--- config.mk ---
export PLATFORM = sky130hd
export DESIGN_NAME = cdb_arbiter
export DESIGN_NICKNAME = d
export VERILOG_FILES = /design/src/rtl/cdb_arbiter.sv
export SDC_FILE = /design/constraint.sdc
export NUM_CORES = 1
export LEC_CHECK = 0
export BUFFER_PORTS_ARGS = -buffer_cell sky130_fd_sc_hd__buf_2
export CORE_MARGIN = 2
export CORE_UTILIZATION = 35
export CTS_CLUSTER_DIAMETER = 40
export CTS_CLUSTER_SIZE = 14
export DETAILED_ROUTE_END_ITERATION = 7
export SLEW_MARGIN = 20
export SYNTH_ARGS = -nofsm -noshare
export SYNTH_HDL_FRONTEND = slang
export SYNTH_SLANG_ARGS = --single-unit
export TNS_END_PERCENT = 5
--- constraint.sdc ---
create_clock -name clk -period 3.1 [get_ports clk]
set_input_delay 0.31 -clock clk [delete_from_list [all_inputs] [get_ports clk]]
set_output_delay 0.31 -clock clk [all_outputs]
set_load 0.03 [all_outputs]
--- src/rtl/cdb_arbiter.sv ---
`default_nettype none
// ============================================================================
// Module   : cdb_arbiter
// Brief    : Common-data-bus producer; per-source FIFOs for ALU and LSB
//            results with round-robin single-broadcast arbitration.
// Revision : 1.0 - initial release
// ============================================================================
module cdb_arbiter #(
   parameter int ROB_SIZE_LOG   = 4,
   parameter int FIFO_DEPTH_LOG = 2
) (
   input  logic                    clk,
   input  logic                    rst,
   input  logic                    rdy,
   input  logic                    jump_rst,
   input  logic                    alu_send,
   input  logic [31:0]             alu_value,
   input  logic [ROB_SIZE_LOG-1:0] alu_reorder,
   input  logic                    lsb_send,
   input  logic [31:0]             lsb_value,
   input  logic [ROB_SIZE_LOG-1:0] lsb_reorder,
   output logic                    alu_full,
   output logic                    lsb_full,
   output logic                    commit_send,
   output logic [31:0]             commit_value,
   output logic [ROB_SIZE_LOG-1:0] commit_reorder,
   output logic                    overflow
);

   localparam int c_DEPTH = 1 << FIFO_DEPTH_LOG;
   localparam int c_EW    = 32 + ROB_SIZE_LOG;
   localparam logic [FIFO_DEPTH_LOG-1:0] c_PTR_ONE = FIFO_DEPTH_LOG'(1);
   localparam logic [FIFO_DEPTH_LOG:0]   c_CNT_ONE = (FIFO_DEPTH_LOG+1)'(1);

   // Index 0 is the ALU source, index 1 the LSB source.
   logic [1:0]      send_w;
   logic [c_EW-1:0] in_w   [2];
   logic [c_EW-1:0] head_w [2];
   logic [1:0]      has_w, full_w, cand_w, grant_w, pop_w, push_req_w, push_w, drop_w;
   logic            active_w;
   logic [c_EW-1:0] sel_w;

   logic                    commit_send_q;
   logic [31:0]             commit_value_q;
   logic [ROB_SIZE_LOG-1:0] commit_reorder_q;
   logic                    overflow_q;
   logic                    last_q, last_d;   // 1: LSB was granted most recently

   assign send_w = {lsb_send, alu_send};
   assign in_w[0] = {alu_value, alu_reorder};
   assign in_w[1] = {lsb_value, lsb_reorder};

   for (genvar s = 0; s < 2; s++) begin : g_fifo
      logic [c_EW-1:0]           mem_q [c_DEPTH];
      logic [FIFO_DEPTH_LOG-1:0] head_q, tail_q;
      logic [FIFO_DEPTH_LOG:0]   cnt_q;

      assign has_w[s]  = (cnt_q != '0);
      // Count never exceeds DEPTH, so its top bit alone marks full.
      assign full_w[s] = cnt_q[FIFO_DEPTH_LOG];
      assign head_w[s] = mem_q[head_q];

      always_ff @(posedge clk) begin
         if (push_w[s]) mem_q[tail_q] <= in_w[s];
      end

      always_ff @(posedge clk or negedge rst) begin
         if (!rst) begin
            head_q <= '0;
            tail_q <= '0;
            cnt_q  <= '0;
         end else if (rdy && jump_rst) begin
            head_q <= '0;
            tail_q <= '0;
            cnt_q  <= '0;
         end else begin
            if (pop_w[s])  head_q <= head_q + c_PTR_ONE;
            if (push_w[s]) tail_q <= tail_q + c_PTR_ONE;
            case ({push_w[s], pop_w[s]})
               2'b10:   cnt_q <= cnt_q + c_CNT_ONE;
               2'b01:   cnt_q <= cnt_q - c_CNT_ONE;
               default: cnt_q <= cnt_q;
            endcase
         end
      end
   end

   always_comb begin
      active_w = rdy & ~jump_rst;
      cand_w   = active_w ? (has_w | send_w) : 2'b00;
      if (cand_w == 2'b11) grant_w = last_q ? 2'b01 : 2'b10;
      else                 grant_w = cand_w;
      pop_w      = grant_w & has_w;
      // A granted source with an empty FIFO bypasses its input; anything else valid is queued.
      push_req_w = active_w ? (send_w & ~(grant_w & ~has_w)) : 2'b00;
      push_w     = push_req_w & (~full_w | pop_w);
      drop_w     = push_req_w & full_w & ~pop_w;
      sel_w = grant_w[1] ? (has_w[1] ? head_w[1] : in_w[1])
                         : (has_w[0] ? head_w[0] : in_w[0]);
      last_d = last_q;
      if (jump_rst)      last_d = 1'b1;
      else if (|grant_w) last_d = grant_w[1];
   end

   always_ff @(posedge clk or negedge rst) begin
      if (!rst) begin
         commit_send_q    <= 1'b0;
         commit_value_q   <= '0;
         commit_reorder_q <= '0;
         overflow_q       <= 1'b0;
         last_q           <= 1'b1;
      end else if (rdy) begin
         commit_send_q <= |grant_w;
         if (|grant_w) {commit_value_q, commit_reorder_q} <= sel_w;
         if (|drop_w)  overflow_q <= 1'b1;
         last_q <= last_d;
      end else begin
         commit_send_q <= 1'b0;
      end
   end

   assign alu_full       = full_w[0];
   assign lsb_full       = full_w[1];
   assign commit_send    = commit_send_q;
   assign commit_value   = commit_value_q;
   assign commit_reorder = commit_reorder_q;
   assign overflow       = overflow_q;

endmodule
`default_nettype wire

==> reports/results.tsv <==
stage	metric	value	unit
outcome	status	completed	
placed_design	GPL Wtd Cong	0.8427	
synth	Synth area leader	edfxtp_1	
clock_tree	clk slew on worst S/H paths	0.06	ns
worst_setup_path	critical path required time	3.33	ns
worst_setup_path	crit path kind	flop to flop	
route	Post-route DRC	0	
clock_tree	Post-CTS Setup Inserts	0	
global_routing	first-pass GRT wire length	47640	µm
synth	Mapped Nets	838	
worst_hold_path	hold_sp	lsb_value[27]	
worst_setup_path	Critical Path Max Stage Delay	0.65	ns
synth	Yosys cell types	61	
placed_design	Port Buffer Count	117	
floorplan	initial core utilization	35.57	%
route	DR vias	7381	
timing	Final Hold Viols	0	
finish	post-route cell area	0.01667	mm²
finish	Final nets	982	
clock_tree	CTS tree	done	
timing	worst rel slew slack	46.95	%
worst_setup_path	CP Launch Point	g_fifo[0].cnt_q[2]	
clock_tree	Root Buffer	clkbuf_16	
route	post-route ant nets	0	
timing	worst-margin pin slew	0.7957	ns
synth	Gate Count Post-Synth	750	
worst_setup_path	crit-path cells	o41a_1 -> a211oi_1 -> buf_4 -> and2_2 -> buf_12	
clock_tree	CTS buffer count	41	
synth	share of the synthesized area in the top cell type	62.63	%
route	Avg WL per Cell	21.64	µm
finish	layout cells sized above 1	35.57	%
global_routing	GR Util All Layers	15.35	%
clock_tree	H-tree levels	2	
global_routing	pin count of the biggest net entering global routing	37	
global_routing	initial antenna violation count	6	
timing	Max Fclk	395.5	MHz
floorplan	Die H	202.6	µm
job	max_cap viols	0	
floorplan	Core Rows	72	
timing	Max Slew Vio Count	0	
synth	Netlist Area Pre-Place	0.01381	mm²
synth	average cell area after synthesis	18.41	µm²
synth	Synth Flop Type	edfxtp_1	
synth	sequential share of the synthesized area	72.24	%
placed_design	placed wire-length estimate	20720	µm
placed_design	Post-DP Area	0.01519	mm²
power	Pleak	0.005699	µW
synth	Post-synth EDFFs	288	
worst_setup_path	Critical-path top delay cell	o41a_1	
timing	unrepaired setup endpoints after global routing	no	
worst_setup_path	crit end category	flop	
route	Detailed Route WL	31280	µm
finish	Area Growth Syn to Fin	20.71	%
worst_setup_path	CP Launch Type	flop	
synth	top post-synthesis cells by count	288 x edfxtp_1, 73 x nand2_1, 72 x mux4_2	
floorplan	Die X	202.6	µm
route	DR vias/cell	5.108	
synth	Ys Warns	0	
synth	synth top area cells	edfxtp_1 63%, mux4_2 12%, dfrtp_1 9.4%, nand2_1 2.0%, a221o_1 1.7%	
worst_setup_path	crit path max fanout	15	
global_routing	Congestion Overflow GR	0	
power	pwr dens	918.1	mW/mm²
synth	Synth Register Bits	341	
worst_hold_path	type of the worst min-delay path	input port to flop	
placed_design	Setup WS pre-CTS	0.5664	ns
clock_tree	clock buffer depth	3	
worst_setup_path	CP Data Arrival Time	2.76	ns
worst_setup_path	worst r2r src	g_fifo[0].cnt_q[2]	
timing	final setup TNS	0	ns
timing	Worst Skew	0.01340	ns
clock_tree	Clock Sinks	341	
power	peak supply drop	0.3768	mV
global_routing	vias in the first global route	7666	
clock_tree	worst-skew pair later-pin latency	0.53	ns
floorplan	Die ar.	0.04106	mm²
synth	Synth async-reset ratio	15.54	%
synth	most common cell in the netlist	edfxtp_1	
route	Initial DRC Count	616	
timing	final worst setup slack	0.5715	ns
route	drt pass-1 iters	5	
timing	Tmin final	2.528	ns
timing	Setup-failing EPs final	0	
floorplan	core area	0.03883	mm²
floorplan	IO Count	118	
timing	Final period util	81.56	%
==> metrics by stage <==
stage	power [µW]	utilization, %	instances	hold slack, ns
after global routing	16030	42.92	1443	0.005419
after global placement	10440	39.12	1366	0.4456
after detailed placement	10470	39.12	1366	0.4303
after CTS	15470	42.92	1443	0.0003527
final	15300	42.93	1445	0.01518
after floorplan	9031	-	750	0.01441
==> final timing paths <==
| path | slack, ns | endpoint | depth (start not counted) |
|---|---|---|---|
| max | 0.57 | g_fifo[1].mem_q[0][5] | 5 |
| min | 0.02 | g_fifo[1].mem_q[0][31] | 1 |
| max reg2reg | 0.57 | g_fifo[1].mem_q[0][5] | 5 |
| min reg2reg | 0.51 | commit_value[28] | 1 |
| max in group asynchronous | 1.91 | commit_value[16] | 3 |
| min in group asynchronous | 0.41 | commit_value[21] | 2 |
==> worst max-delay path: cells and delay by family, from the launching register on <==
family | cells | cell delay, ns
compound gates | 2 | 0.99
buf+inv | 2 | 0.39
flops | 1 | 0.49
simple gates | 1 | 0.35
==> report_power, final <==
part / total [µW] / switching [µW] / internal, µW
logic: 4490 / 2650 / 1830
registers: 5850 / 396 / 5460
clock network: 4960 / 1960 / 3000
total: 15300 / 5010 / 10300
==> registers in the layout, summed over array words and instances, names as in the netlist, 4 cells and up <==
name,count
g_fifo.mem_q,288
commit_value,32
g_fifo.cnt_q,6
commit_reorder,4
g_fifo.head_q,4
g_fifo.tail_q,4
==> logic make-up (layout without fill, tap and decap cells) <==
family                   Yosys count  count (layout)  synth area share, %
AO/OA/AOI/OAI                    124             124                7.321
XOR/XNOR                           2               2               0.1269
adder cells (fa/ha/maj)           10              10                1.015
buffers and inverters             70             245                2.356
flip-flops                       341             341                72.24
multiplexers                      81              81                12.41
other                              0               2                    0
AND/OR/NAND/NOR                  122             122                4.530
==> what timing repair did <==
item                                   in CTS  in global routing
endpoints found under the hold margin      36                  0
resized for setup                           0                  0
hold buffers                                3                  0
==> placed cells by master, fill, tap and decap left out, drive strengths merged, types with 10 or more instances in the layout <==
master / synthesis / layout
clkinv: 0 / 10
inv: 23 / 31
buf: 25 / 145
clkbuf: 22 / 48
edfxtp: 288 / 288
mux4: 72 / 72
o22a: 26 / 26
nand2: 73 / 73
dfrtp: 52 / 52
a221o: 27 / 27
a21oi: 29 / 29
==> routing by layer <==
metal | track usage, % | wire length, µm | up-vias
li1 | - | - | 3345
met5 | 0 | 46 | -
met1 | 20.69 | 13450 | 3792
met3 | 3.660 | 1850 | 52
met2 | 24.90 | 15160 | 184
met4 | 4.406 | 767 | 8
==> area by class of cell <==
cell class                 instances  area (µm²)
inverter                          23       86.33
antenna                            2       5.005
sequential                       341        9978
clock inverter                    26       320.3
clock buffer                      48        1125
tap                              518       648.1
timing repair buffer             148       988.4
multi-input combinational        339        3518
fill                            3375       22160
Note: power is estimated with default switching activity, not from simulation.
